## config.mk

```make
export PLATFORM = sky130hd
export DESIGN_NAME = regfile_write_arbiter_flat
export DESIGN_NICKNAME = d
export VERILOG_FILES = /design/src/rtl/regfile_write_arbiter_if.sv /design/src/rtl/regfile_write_arbiter.sv /design/src/flat_wrapper.sv
export SDC_FILE = /design/constraint.sdc
export NUM_CORES = 1
export LEC_CHECK = 0
export ABC_AREA = 1
export BUFFER_PORTS_ARGS = -buffer_cell sky130_fd_sc_hd__clkbuf_2
export CORE_ASPECT_RATIO = 1.25
export CORE_MARGIN = 10
export CORE_UTILIZATION = 35
export CTS_BUF_LIST = sky130_fd_sc_hd__clkbuf_8
export DETAILED_ROUTE_END_ITERATION = 8
export GPL_TIMING_DRIVEN = 0
export PLACE_DENSITY_LB_ADDON = 0.3
export SYNTH_ARGS = -nofsm -noshare
export SYNTH_HDL_FRONTEND = slang
export SYNTH_SLANG_ARGS = --single-unit
```

## constraint.sdc

```tcl
create_clock -name clk -period 3.1 [get_ports clk]
set_clock_uncertainty 0.15 [all_clocks]
set_input_delay 0.465 -clock clk [delete_from_list [all_inputs] [get_ports clk]]
set_output_delay 0.465 -clock clk [all_outputs]
set_load 0.05 [all_outputs]
```

## src/rtl/regfile_write_arbiter_if.sv

```systemverilog
// Requester and register-file write-port signals of the write arbiter.
// master: requesters plus register-file side; slave: the arbiter.
interface regfile_write_arbiter_if #(
  parameter int unsigned DATA_W = 16,
  parameter int unsigned ADDR_W = 3
);
  logic              req0;
  logic              req1;
  logic              last0;
  logic              last1;
  logic [ADDR_W-1:0] addr0;
  logic [ADDR_W-1:0] addr1;
  logic [DATA_W-1:0] data0;
  logic [DATA_W-1:0] data1;
  logic              ack0;
  logic              ack1;
  logic              WriteEn;
  logic [ADDR_W-1:0] WriteReg;
  logic [DATA_W-1:0] WriteData;

  modport master (
    output req0, req1, last0, last1, addr0, addr1, data0, data1,
    input  ack0, ack1, WriteEn, WriteReg, WriteData
  );

  modport slave (
    input  req0, req1, last0, last1, addr0, addr1, data0, data1,
    output ack0, ack1, WriteEn, WriteReg, WriteData
  );
endinterface

```

## src/rtl/regfile_write_arbiter.sv

```systemverilog
// Round-robin arbiter sharing the register-file write port between two
// burst requesters; the winning beat is registered onto WriteEn/WriteReg/WriteData.
module regfile_write_arbiter #(
  parameter int unsigned DATA_W    = 16,
  parameter int unsigned ADDR_W    = 3,
  parameter int unsigned MAX_BURST = 8
) (
  input  logic                     clk,
  input  logic                     rst_n,
  regfile_write_arbiter_if.slave   bus,
  output logic                     busy,
  output logic                     owner,
  output logic [7:0]               wr_count
);

  localparam int unsigned BEAT_W = 4;
  localparam int unsigned WRC_W  = 8;

  typedef enum logic [1:0] {
    ST_IDLE   = 2'd0,
    ST_GRANT0 = 2'd1,
    ST_GRANT1 = 2'd2
  } state_e;

  state_e              state_q, state_d;
  logic                ptr_q, ptr_d;
  logic                owner_q, owner_d;
  logic [BEAT_W-1:0]   beat_cnt_q, beat_cnt_d;
  logic [WRC_W-1:0]    wr_count_q, wr_count_d;
  logic                we_q, we_d;
  logic [ADDR_W-1:0]   wreg_q, wreg_d;
  logic [DATA_W-1:0]   wdata_q, wdata_d;

  logic                ack0_c, ack1_c;
  logic                cur_sel;
  logic                cur_req;
  logic                cur_last;
  logic [ADDR_W-1:0]   cur_addr;
  logic [DATA_W-1:0]   cur_data;
  logic [BEAT_W-1:0]   beat_inc;

  // State and write-port registers; reset drops WriteEn without an edge.
  always_ff @(posedge clk or negedge rst_n) begin
    if (!rst_n) begin
      state_q    <= ST_IDLE;
      ptr_q      <= 1'b0;
      owner_q    <= 1'b0;
      beat_cnt_q <= '0;
      wr_count_q <= '0;
      we_q       <= 1'b0;
      wreg_q     <= '0;
      wdata_q    <= '0;
    end else begin
      state_q    <= state_d;
      ptr_q      <= ptr_d;
      owner_q    <= owner_d;
      beat_cnt_q <= beat_cnt_d;
      wr_count_q <= wr_count_d;
      we_q       <= we_d;
      wreg_q     <= wreg_d;
      wdata_q    <= wdata_d;
    end
  end

  // Next-state, grant bookkeeping and write-port capture.
  always_comb begin
    state_d    = state_q;
    ptr_d      = ptr_q;
    owner_d    = owner_q;
    beat_cnt_d = beat_cnt_q;
    wr_count_d = wr_count_q;
    we_d       = 1'b0;
    wreg_d     = wreg_q;
    wdata_d    = wdata_q;
    ack0_c     = 1'b0;
    ack1_c     = 1'b0;

    cur_sel  = (state_q == ST_GRANT1);
    cur_req  = cur_sel ? bus.req1  : bus.req0;
    cur_last = cur_sel ? bus.last1 : bus.last0;
    cur_addr = cur_sel ? bus.addr1 : bus.addr0;
    cur_data = cur_sel ? bus.data1 : bus.data0;
    beat_inc = beat_cnt_q + BEAT_W'(1);

    unique case (state_q)
      ST_IDLE: begin
        // Both requesting: ptr decides; otherwise the lone requester wins.
        if (bus.req0 && (!bus.req1 || !ptr_q)) begin
          state_d    = ST_GRANT0;
          owner_d    = 1'b0;
          beat_cnt_d = '0;
        end else if (bus.req1) begin
          state_d    = ST_GRANT1;
          owner_d    = 1'b1;
          beat_cnt_d = '0;
        end
      end

      ST_GRANT0, ST_GRANT1: begin
        ack0_c = (state_q == ST_GRANT0) && bus.req0;
        ack1_c = (state_q == ST_GRANT1) && bus.req1;
        if (cur_req) begin
          we_d       = 1'b1;
          wreg_d     = cur_addr;
          wdata_d    = cur_data;
          beat_cnt_d = beat_inc;
          wr_count_d = wr_count_q + WRC_W'(1);
          // Burst ends on last beat or when the beat budget is used up.
          if (cur_last || (beat_inc == BEAT_W'(MAX_BURST))) begin
            state_d = ST_IDLE;
            ptr_d   = ~cur_sel;
          end
        end else begin
          state_d = ST_IDLE;
          ptr_d   = ~cur_sel;
        end
      end

      default: state_d = ST_IDLE;
    endcase
  end

  assign bus.ack0      = ack0_c;
  assign bus.ack1      = ack1_c;
  assign bus.WriteEn   = we_q;
  assign bus.WriteReg  = wreg_q;
  assign bus.WriteData = wdata_q;
  assign busy          = (state_q != ST_IDLE);
  assign owner         = owner_q;
  assign wr_count      = wr_count_q;

endmodule

```

## src/flat_wrapper.sv

```systemverilog
// flat-port wrapper written by rule: the top's interface ports become plain ports
module regfile_write_arbiter_flat 
#(
  parameter int unsigned DATA_W    = 16,
  parameter int unsigned ADDR_W    = 3,
  parameter int unsigned MAX_BURST = 8
)
  (clk, rst_n, busy, owner, wr_count, bus_req0, bus_req1, bus_last0, bus_last1, bus_addr0, bus_addr1, bus_data0, bus_data1, bus_ack0, bus_ack1, bus_WriteEn, bus_WriteReg, bus_WriteData);
  regfile_write_arbiter_if #(.DATA_W(DATA_W), .ADDR_W(ADDR_W)) bus_i ();
  input  logic clk;
  input  logic rst_n;
  output logic busy;
  output logic owner;
  output logic [7:0] wr_count;
  input wire logic [$bits(bus_i.req0)-1:0] bus_req0;
  input wire logic [$bits(bus_i.req1)-1:0] bus_req1;
  input wire logic [$bits(bus_i.last0)-1:0] bus_last0;
  input wire logic [$bits(bus_i.last1)-1:0] bus_last1;
  input wire logic [$bits(bus_i.addr0)-1:0] bus_addr0;
  input wire logic [$bits(bus_i.addr1)-1:0] bus_addr1;
  input wire logic [$bits(bus_i.data0)-1:0] bus_data0;
  input wire logic [$bits(bus_i.data1)-1:0] bus_data1;
  output wire logic [$bits(bus_i.ack0)-1:0] bus_ack0;
  output wire logic [$bits(bus_i.ack1)-1:0] bus_ack1;
  output wire logic [$bits(bus_i.WriteEn)-1:0] bus_WriteEn;
  output wire logic [$bits(bus_i.WriteReg)-1:0] bus_WriteReg;
  output wire logic [$bits(bus_i.WriteData)-1:0] bus_WriteData;
  assign bus_i.req0 = bus_req0;
  assign bus_i.req1 = bus_req1;
  assign bus_i.last0 = bus_last0;
  assign bus_i.last1 = bus_last1;
  assign bus_i.addr0 = bus_addr0;
  assign bus_i.addr1 = bus_addr1;
  assign bus_i.data0 = bus_data0;
  assign bus_i.data1 = bus_data1;
  assign bus_ack0 = bus_i.ack0;
  assign bus_ack1 = bus_i.ack1;
  assign bus_WriteEn = bus_i.WriteEn;
  assign bus_WriteReg = bus_i.WriteReg;
  assign bus_WriteData = bus_i.WriteData;
  regfile_write_arbiter #(.DATA_W(DATA_W), .ADDR_W(ADDR_W), .MAX_BURST(MAX_BURST)) u_core (.clk(clk), .rst_n(rst_n), .bus(bus_i), .busy(busy), .owner(owner), .wr_count(wr_count));
endmodule
```

==> metrics, run 1 <==
switching power 1.59 mW; placed cell count 352; Slew headroom 39.9%; Clock Path Buffers 2; DPL Wire Length 3680 um; number of global-route vias before repair 1671; PwrDens 1270 mW/mm^2; CTS H-tree depth 2; Clk pin slew, worst setup/hold paths 0.07 ns; final-stage net count 348; pin count of the biggest net entering global routing 37; final hold violations 0; top-count cell post-synth nand2_1; # setup viols final 0; Max Slew Vio Count 0; Avg Cell Area, Syn 8.19 um^2; required time worst endpoint 2.48 ns; Slowest-stage cell, CP ha_1; first-pass GRT wire length 7850 um; final wirelength 4610 um; Synth Flop Type dfrtp_1; Area growth, synth to finish 31.4%; setup bufs post-CTS 0; core footprint 0.00483 mm^2; kind of critical path register to output pin; final setup TNS 0 ns; CTS tree done; root buffer cell clkbuf_8; Routed WL per cell 12.8 um; Die X 83.7 um; Final ANT Viol Nets 0; sequential power share 27.9%; fill count 493; switching part of the total 53.6%; Lkg Pwr 1.29 nW; 1st-pass router iterations 4; initial antenna violation count 0; minimum clock period 2.22 ns; mapped cell area 0.00178 mm^2; worst-path maximum fanout 6; Seq/Total Area, Yosys 50.7%; CP Capture Type output pin; Min-Delay Path Class input port to async pin; Critical Path Max Stage Delay 0.41 ns; peak supply drop 554 uV; antenna cells 0; via/cell ratio 4.49; Tcrit/Tclk final 71.6%; Synth top area share 50.7%; Syn Inst Count 217; num ports 76; die height 99.7 um; Routability Congestion 0.778; max capacitance violation total 0; final std cell area, no fill 0.00233 mm^2; CP cell instances inv_1 -> ha_1 -> and3_1 -> clkbuf_2; gr usage total 11.5%; Post-route DRC 0; clock latency on the worst-skew pair 0.29 ns; Starting Density 36.7%; share of cells above drive strength 1 31.7%; RSZ-0062 raised after global routing no; Synth area leaders dfrtp_1 51%, nand2_1 16%, a31oi_1 6.7%, nor2_1 4.4%, ha_1 3.5%; Internal 1.37 mW; Comb pwr share 58.2%; worst slew pin tran 0.902 ns; DIE AREA 0.00834 mm^2; initial drt markers 64; r2r worst-path depth 10; # hold bufs at CTS 0; yosys warns 0; asr flop ratio synth 100%; Rows 28; CTS Buf Count 5; Resize count post-CTS 0; net count after synthesis 266; placed cell areas 0.00223 mm^2; FF+latch count, synth 36; Crit path arrival time 1.61 ns; clock share of power 13.9%; area leader, netlist dfrtp_1; Fmax 450 MHz; Yosys cell types 27; Port Buf Inserts 75; CTS sink count 36; fin cells 360; GRT overflow 0; via count 1616; CP startpoint kind register; Post-synth EDFFs 0; outcome finished, final reports clean; Post-synth top cells 75 x nand2_1, 36 x dfrtp_1, 21 x nor2_1
==> cells by family after synthesis <==
| kind of cell | share of synthesized area [%] |
|---|---|
| buffers and inverters | 6.76 |
| AND/OR/NAND/NOR | 27.0 |
| AO/OA/AOI/OAI | 9.51 |
| adder cells (fa/ha/maj) | 3.52 |
| flip-flops | 50.7 |
| XOR/XNOR | 2.47 |
==> final cells by class <==
| type | count | area [um^2] | area share (%) |
|---|---|---|---|
| Clock inverter | 3 | 38.8 | 1.66 |
| Sequential cell | 36 | 901 | 38.6 |
| Tap cell | 60 | 75.1 | 3.22 |
| Timing Repair Buffer | 75 | 375 | 16.1 |
| Clock buffer | 5 | 68.8 | 2.95 |
| Inverter | 17 | 63.8 | 2.73 |
| Multi-Input combinational cell | 155 | 756 | 32.4 |
| Buffer | 9 | 56.3 | 2.41 |
==> through the flow <==
stage	power, mW	util, %	setup slack, ns	hold WS [ns]
3_5_place_dp	2.59	46.1	1.19	0.317
6_report	2.96	48.3	0.880	0.140
4_1_cts	3.00	48.3	0.868	0.171
2_1_floorplan	2.15	-	1.22	0.0194
5_1_grt	3.19	48.3	0.762	0.223
3_3_place_gp	2.57	46.1	1.19	0.313
==> flip-flops by register name, summed over array words and instances, names as in the netlist <==
register,count
u_core.bus.WriteReg,3
u_core.owner,1
u_core.state_q,2
u_core.ptr_q,1
u_core.bus.WriteEn,1
u_core.bus.WriteData,16
u_core.wr_count,8
u_core.beat_cnt_q,4
==> power groups by stage <==
stage / logic (mW) / registers (mW) / clock network [mW]
6_report: 1.72 / 0.826 / 0.410
5_1_grt: 1.89 / 0.857 / 0.440
4_1_cts: 1.75 / 0.829 / 0.414
3_5_place_dp: 1.75 / 0.837 / 0
3_3_place_gp: 1.74 / 0.830 / 0
2_1_floorplan: 0.720 / 1.43 / 0
==> final timing paths <==
path | end | slack (ns) | startpoint
worst max-delay path | bus_ack0 | 0.88 | u_core.state_q[0]$_DFFE_PN0P_
worst min-delay path | u_core.owner$_DFFE_PN0P_ | 0.14 | rst_n
worst max register to register | u_core.bus.WriteData[12]$_DFFE_PN0P_ | 1.28 | u_core.state_q[0]$_DFFE_PN0P_
worst min register to register | u_core.ptr_q$_DFFE_PN0P_ | 0.33 | u_core.ptr_q$_DFFE_PN0P_
max in group asynchronous | u_core.bus.WriteData[2]$_DFFE_PN0P_ | 2.10 | rst_n
min in group clk | u_core.bus.WriteData[14]$_DFFE_PN0P_ | 0.25 | bus_data1[14]
==> per-layer routing <==
metal	routed length, um	global-route usage (%)
met5	0	0
met2	2200	18.3
met3	377	5.31
met4	90	5.94
met1	1950	12.7
==> worst max-delay path, delay by kind of cell, from the launching register on <==
kind / cells / cell delay, ns
AND/OR/NAND/NOR: 1 / 0.19
adder cells (fa/ha/maj): 1 / 0.41
flip-flops: 1 / 0.38
buffers and inverters: 2 / 0.34
==> cells in the final DEF, fill, tap and decap left out, types with 3 or more instances in the layout <==
master	netlist	routed
a31oi_1	19	19
o21ai_0	5	5
nand3_1	11	11
nor2_1	21	21
clkbuf_2	0	75
ha_1	5	5
buf_2	3	3
dfrtp_1	36	36
clkbuf_8	0	5
xor2_1	3	3
nand2_1	75	75
inv_1	15	16
No activity file was read; power rests on OpenSTA's default activity.
==> run 2: changes to the inputs <==
ABC_AREA = 0   (was 1)
clock period = 2.06 ns   (was 3.1 ns; I/O delays follow)
==> metrics, run 2 <==
CTS tree done (unchanged); final-stage net count 301 (was 348); worst slew pin tran 0.857 ns (was 0.902 ns); area leader, netlist dfrtp_1 (unchanged); CP startpoint kind register (unchanged); die height 99.7 um (about the same); asr flop ratio synth 100% (unchanged); Max Slew Vio Count 0 (unchanged); mapped cell area 0.00178 mm^2 (about the same); met1 GRT Util 11.9% (was 12.7%); GRT overflow 0 (unchanged); Syn Inst Count 170 (was 217); net count after synthesis 219 (was 266); Clock Path Buffers 2 (unchanged); busiest grt layer met2 (unchanged); CTS Buf Count 5 (unchanged); Starting Density 36.8% (was 36.7%); CP cell instances inv_1 -> ha_2 -> and3_1 -> clkbuf_4 (was inv_1 -> ha_1 -> and3_1 -> clkbuf_2); Post-synth top cells 36 x dfrtp_1, 30 x nand2_1, 23 x o21ai_0 (was 75 x nand2_1, 36 x dfrtp_1, 21 x nor2_1); num ports 76 (unchanged); core footprint 0.00483 mm^2 (unchanged); Final Core Density 47.8% (was 48.3%); pin count of the biggest net entering global routing 37 (unchanged); met3 Use GR 3.92% (was 5.31%); placed cell count 305 (was 352); final setup TNS 0 ns (unchanged); Rows 28 (unchanged); Avg Cell Area, Syn 10.5 um^2 (was 8.19 um^2); FF+latch area 901 um^2 (unchanged); Slowest-stage cell, CP ha_2 (was ha_1); highest-count cells in the layout ignoring fill and taps 75 x clkbuf_2, 36 x dfrtp_1, 30 x nand2_1 (was 75 x nand2_1, 75 x clkbuf_2, 36 x dfrtp_1); Synth area leaders dfrtp_1 51%, mux2i_1 11%, o21ai_0 6.5%, nand2_1 6.3%, ha_1 3.5% (was dfrtp_1 51%, nand2_1 16%, a31oi_1 6.7%, nor2_1 4.4%, ha_1 3.5%); minimum clock period 1.98 ns; Post-route DRC 0 (unchanged); CP delay by family, top adder cells (unchanged); Slew headroom 42.9% (was 39.9%); Buf/Inv on CP 2 (unchanged); yosys warns 0 (unchanged); CTS sink count 36 (unchanged); Yosys cell types 35 (was 27); r2r worst-path depth 6 (was 10); gr usage total 11.0% (was 11.5%); # setup viols final 0 (unchanged); peak supply drop 924 uV (was 554 uV); Tcrit/Tclk final 95.9%; multi-input logic area 802 um^2 (was 756 um^2); critical path depth in cells 4 (unchanged); via/cell ratio 4.78 (was 4.49); Routability Congestion 0.746 (was 0.778); fill count 491 (was 493); first-pass GRT wire length 7530 um (was 7850 um); fin cells 312 (was 360); # hold bufs at CTS 0 (unchanged); required time worst endpoint 1.60 ns (was 2.48 ns); Synth Flop Type dfrtp_1 (unchanged); GRT met2 Usage 18.9% (was 18.3%); Seq/Total Area, Yosys 50.7% (about the same); Critical Path Max Stage Delay 0.40 ns (was 0.41 ns); initial drt markers 86 (was 64); final hold violations 36 (was 0); commonest non-fill, non-tap cell in the layout clkbuf_2; failing checks hold timing; top-count cell post-synth dfrtp_1 (was nand2_1); share of cells above drive strength 1 37.7% (was 31.7%); Final ANT Viol Nets 0 (unchanged); Clk pin slew, worst setup/hold paths 0.07 ns (about the same); via count 1490 (was 1616); CP Capture Type output pin (unchanged); Crit path arrival time 1.52 ns (was 1.61 ns); Die X 83.8 um (was 83.7 um); final wirelength 4550 um (was 4610 um); antenna cells 0 (unchanged); Routed WL per cell 14.6 um (was 12.8 um); Port Buf Inserts 75 (unchanged); Resize count post-CTS 1 (was 0); 1st-pass router iterations 4 (unchanged); kind of critical path register to output pin (unchanged); DIE AREA 0.00835 mm^2 (was 0.00834 mm^2); max reg flops 16 (unchanged); Final Hold Slack -0.0299 ns (was 0.140 ns); Fmax 506 MHz; RSZ-0062 raised after global routing yes (was no); Min-Delay Path Class input port to async pin (unchanged); max capacitance violation total 0 (unchanged); Post-synth EDFFs 0 (unchanged); DPL Wire Length 3570 um (was 3680 um); worst-path maximum fanout 9 (was 6); number of global-route vias before repair 1518 (was 1671); clock latency on the worst-skew pair 0.29 ns (about the same); outcome finished with violations (was finished, final reports clean); initial antenna violation count 0 (unchanged); FF+latch count, synth 36 (unchanged); root buffer cell clkbuf_8 (unchanged); PwrDens 1850 mW/mm^2 (was 1270 mW/mm^2); Area growth, synth to finish 30.0% (was 31.4%); placed cell areas 0.00223 mm^2 (about the same); Synth top area share 50.7% (about the same); setup bufs post-CTS 0 (unchanged); final std cell area, no fill 0.00231 mm^2 (was 0.00233 mm^2); Lkg Pwr 1.22 nW (was 1.29 nW); Pwr Total 4.27 mW (was 2.96 mW); CTS H-tree depth 2 (unchanged)
## run 2: cell count changes in the layout (fill, tap and decap cells not counted), sizes merged, moves of 7 or more
cell	before	now
nand3	11	4
o21ai	6	24
inv	18	7
mux2i	0	20
nand2	78	30
a31oi	19	0
nor2	22	4
## run 2: layout make-up
class	count	share of cell area (%)
sequential	36	39.0
multi-input combinational	120	34.7
timing repair buffer	75	16.3
tap	60	3.25
clock buffer	5	2.98
buffer	8	2.44
inverter	6	0.974
clock inverter	2	0.379
## run 2: power breakdown
part / switching, mW / total [mW] / internal [mW]
clock network: 0.235 / 0.460 / 0.225
logic: 1.82 / 2.56 / 0.736
registers: 0.223 / 1.25 / 1.03
## run 2: logic make-up after synthesis
logic type | after synthesis | synth area share, %
AND/OR/NAND/NOR | 52 | 14.5
flip-flops | 36 | 50.7
AO/OA/AOI/OAI | 35 | 11.8
multiplexers | 20 | 11.3
buffers and inverters | 14 | 4.36
XOR/XNOR | 8 | 3.94
adder cells (fa/ha/maj) | 5 | 3.52
## run 2: final timing paths
path	start	endpoint	slack [ns]
max in group asynchronous	rst_n	u_core.bus.WriteData[9]$_DFFE_PN0P_	1.25
worst max register to register	u_core.state_q[0]$_DFFE_PN0P_	u_core.beat_cnt_q[2]$_DFFE_PN0P_	0.12
worst min register to register	u_core.wr_count[7]$_DFFE_PN0P_	u_core.wr_count[7]$_DFFE_PN0P_	0.32
worst min-delay path	rst_n	u_core.bus.WriteData[0]$_DFFE_PN0P_	-0.03
worst max-delay path	u_core.state_q[0]$_DFFE_PN0P_	bus_ack0	0.08
min in group clk	bus_data0[6]	u_core.bus.WriteData[6]$_DFFE_PN0P_	0.15
## run 2: routing by layer
layer	part of all wire, %	wire [um]
met4	1.8	82
met3	5.5	249
met2	52	2360
met5	0	0
met1	41	1860
## run 2: metrics by stage
stage | worst slack (ns) | hold WS [ns]
6_report | 0.0841 | -0.0299
5_1_grt | -0.00808 | 0.0574
4_1_cts | 0.0254 | 0.0142
3_5_place_dp | 0.0474 | 0.307
3_3_place_gp | 0.0694 | 0.312
2_1_floorplan | 0.170 | -0.137
==> run 3: changes to the inputs <==
CTS_BUF_LIST = sky130_fd_sc_hd__clkbuf_16   (was sky130_fd_sc_hd__clkbuf_8)
==> metrics, run 3 (synthesis gave the netlist of run 2 again) <==
GRT overflow 0 (unchanged); Slew headroom 42.0% (was 42.9%); CP cell instances inv_1 -> ha_2 -> a21boi_0 -> o221ai_1 -> or3_1 -> nand3_1 (was inv_1 -> ha_2 -> and3_1 -> clkbuf_4); placed cell count 305 (unchanged); CTS tree done (unchanged); via/cell ratio 4.75 (was 4.78); kind of critical path register to register (was register to output pin); Fmax 509 MHz (was 506 MHz); CP delay by family, top simple AND/OR/NAND/NOR gates (was adder cells); required time worst endpoint 2.12 ns (was 1.60 ns); RSZ-0062 raised after global routing no (was yes); Met2 Routed Length 2410 um (was 2360 um); Die X 83.8 um (unchanged); commonest non-fill, non-tap cell in the layout clkbuf_2 (unchanged); critical path depth in cells 6 (was 4); Starting Density 36.8% (unchanged); num ports 76 (unchanged); peak supply drop 926 uV (was 924 uV); first-pass GRT wire length 7550 um (was 7530 um); final hold violations 10 (was 36); DIE AREA 0.00835 mm^2 (unchanged); core footprint 0.00483 mm^2 (unchanged); minimum clock period 1.96 ns (was 1.98 ns); clock latency on the worst-skew pair 0.28 ns (was 0.29 ns); Clock Path Buffers 2 (unchanged); initial antenna violation count 0 (unchanged); DPL Wire Length 3570 um (unchanged); PwrDens 1910 mW/mm^2 (was 1850 mW/mm^2); Reg-to-Reg End u_core.beat_cnt_q[2]$_DFFE_PN0P_ (unchanged); CP startpoint u_core.state_q[0]$_DFFE_PN0P_ (unchanged); Min-Delay Path Class input port to async pin (unchanged); DRT met1 WL 1880 um (was 1860 um); CTS H-tree depth 2 (unchanged); setup bufs post-CTS 0 (unchanged); Worst Setup EP u_core.beat_cnt_q[2]$_DFFE_PN0P_ (was bus_ack0); R2R Setup Slk 0.1 ns (was 0.12 ns); 1st-pass router iterations 4 (unchanged); worst slew pin tran 0.869 ns (was 0.857 ns); final-stage net count 301 (unchanged); Tcrit/Tclk final 95.3% (was 95.9%); share of cells above drive strength 1 37.7% (unchanged); # setup viols final 0 (unchanged); number of global-route vias before repair 1540 (was 1518); root buffer cell clkbuf_16 (was clkbuf_8); Buf/Inv on CP 1 (was 2); Rows 28 (unchanged); max reg flops 16 (unchanged); antenna cells 0 (unchanged); Max Slew Vio Count 0 (unchanged); highest-count cells in the layout ignoring fill and taps 75 x clkbuf_2, 36 x dfrtp_1, 30 x nand2_1 (unchanged); Clk pin slew, worst setup/hold paths 0.05 ns (was 0.07 ns); Routability Congestion 0.746 (unchanged); Critical Path Max Stage Delay 0.41 ns (was 0.40 ns); Area growth, synth to finish 33.2% (was 30.0%); # hold bufs at CTS 0 (unchanged); initial drt markers 85 (was 86); final wirelength 4600 um (was 4550 um); CTS sink count 36 (unchanged); Lkg Pwr 1.24 nW (was 1.22 nW); top layer in use met4 (unchanged); fin cells 312 (unchanged); CTS Buf Count 5 (unchanged); Crit path arrival time 2.03 ns (was 1.52 ns); Resize count post-CTS 1 (unchanged); DR WL met3 258 um (was 249 um); Final ANT Viol Nets 0 (unchanged); gr usage total 11.0% (about the same); failing checks hold timing (unchanged); Final Hold Slack -0.0111 ns (was -0.0299 ns); CP startpoint kind register (unchanged); Port Buf Inserts 75 (unchanged); final setup TNS 0 ns (unchanged); R2R Path Start u_core.state_q[0]$_DFFE_PN0P_ (unchanged); Post-route DRC 0 (unchanged); worst-path maximum fanout 9 (unchanged); via count 1481 (was 1490); Routed WL per cell 14.7 um (was 14.6 um); r2r worst-path depth 6 (unchanged); die height 99.7 um (unchanged); CP Capture Type register (was output pin); outcome finished with violations (unchanged); pin count of the biggest net entering global routing 37 (unchanged); max capacitance violation total 0 (unchanged); Slowest-stage cell, CP or3_1 (was ha_2)
## run 3: final cells by class
type                       instances  area (um^2)
tap                               60         75.1
clock buffer                       5          125
fill                             480         2470
multi-input combinational        120          802
timing repair buffer              75          378
buffer                             8         56.3
sequential                        36          901
inverter                           6         22.5
clock inverter                     2         8.76
## run 3: worst min-delay path by stage
stage | to | slack [ns] | cells after the start
3_5_place_dp | u_core.wr_count[7]$_DFFE_PN0P_ | 0.31 | 1
5_1_grt | u_core.owner$_DFFE_PN0P_ | 0.08 | 1
3_3_place_gp | u_core.wr_count[7]$_DFFE_PN0P_ | 0.31 | 1
4_1_cts | u_core.owner$_DFFE_PN0P_ | 0.03 | 1
6_report | u_core.bus.WriteData[0]$_DFFE_PN0P_ | -0.01 | 1
2_1_floorplan | u_core.beat_cnt_q[0]$_DFFE_PN0P_ | -0.14 | 0
## run 3: stage by stage
| step | setup slack, ns | hold WS (ns) | area [um^2] | util, % | total power, mW |
|---|---|---|---|---|---|
| floorplan | 0.170 | -0.137 | 1780 | - | 3.19 |
| global placement | 0.0694 | 0.312 | 2230 | 46.1 | 3.81 |
| detailed placement | 0.0474 | 0.307 | 2230 | 46.1 | 3.86 |
| CTS | 0.0461 | 0.0316 | 2360 | 48.9 | 4.56 |
| global route | 0.0106 | 0.0823 | 2370 | 49.0 | 4.81 |
| finish | 0.0966 | -0.0111 | 2370 | 49.0 | 4.51 |
## run 3: metal layers
| metal | GRT usage [%] | vias to the layer above |
|---|---|---|
| met4 | 3.87 | 0 |
| li1 | - | 750 |
| met3 | 3.92 | 3 |
| met5 | 0 | - |
| met1 | 11.9 | 695 |
| met2 | 19.2 | 33 |
## run 3: worst register-to-register path: cells and delay by family, from the launching register on
family / cells / cell delay (ns)
DFF: 1 / 0.39
buffers and inverters: 1 / 0.09
adders and majority gates: 1 / 0.33
AOI/OAI and AO/OA: 2 / 0.46
and+or+nand+nor: 2 / 0.49
## run 3: power breakdown
part	switching, mW	total, mW	internal, mW	leakage [nW]
registers	0.225	1.25	1.03	0.452
clock network	0.257	0.691	0.433	0.0709
logic	1.83	2.57	0.737	0.719
total	2.31	4.51	2.20	1.24
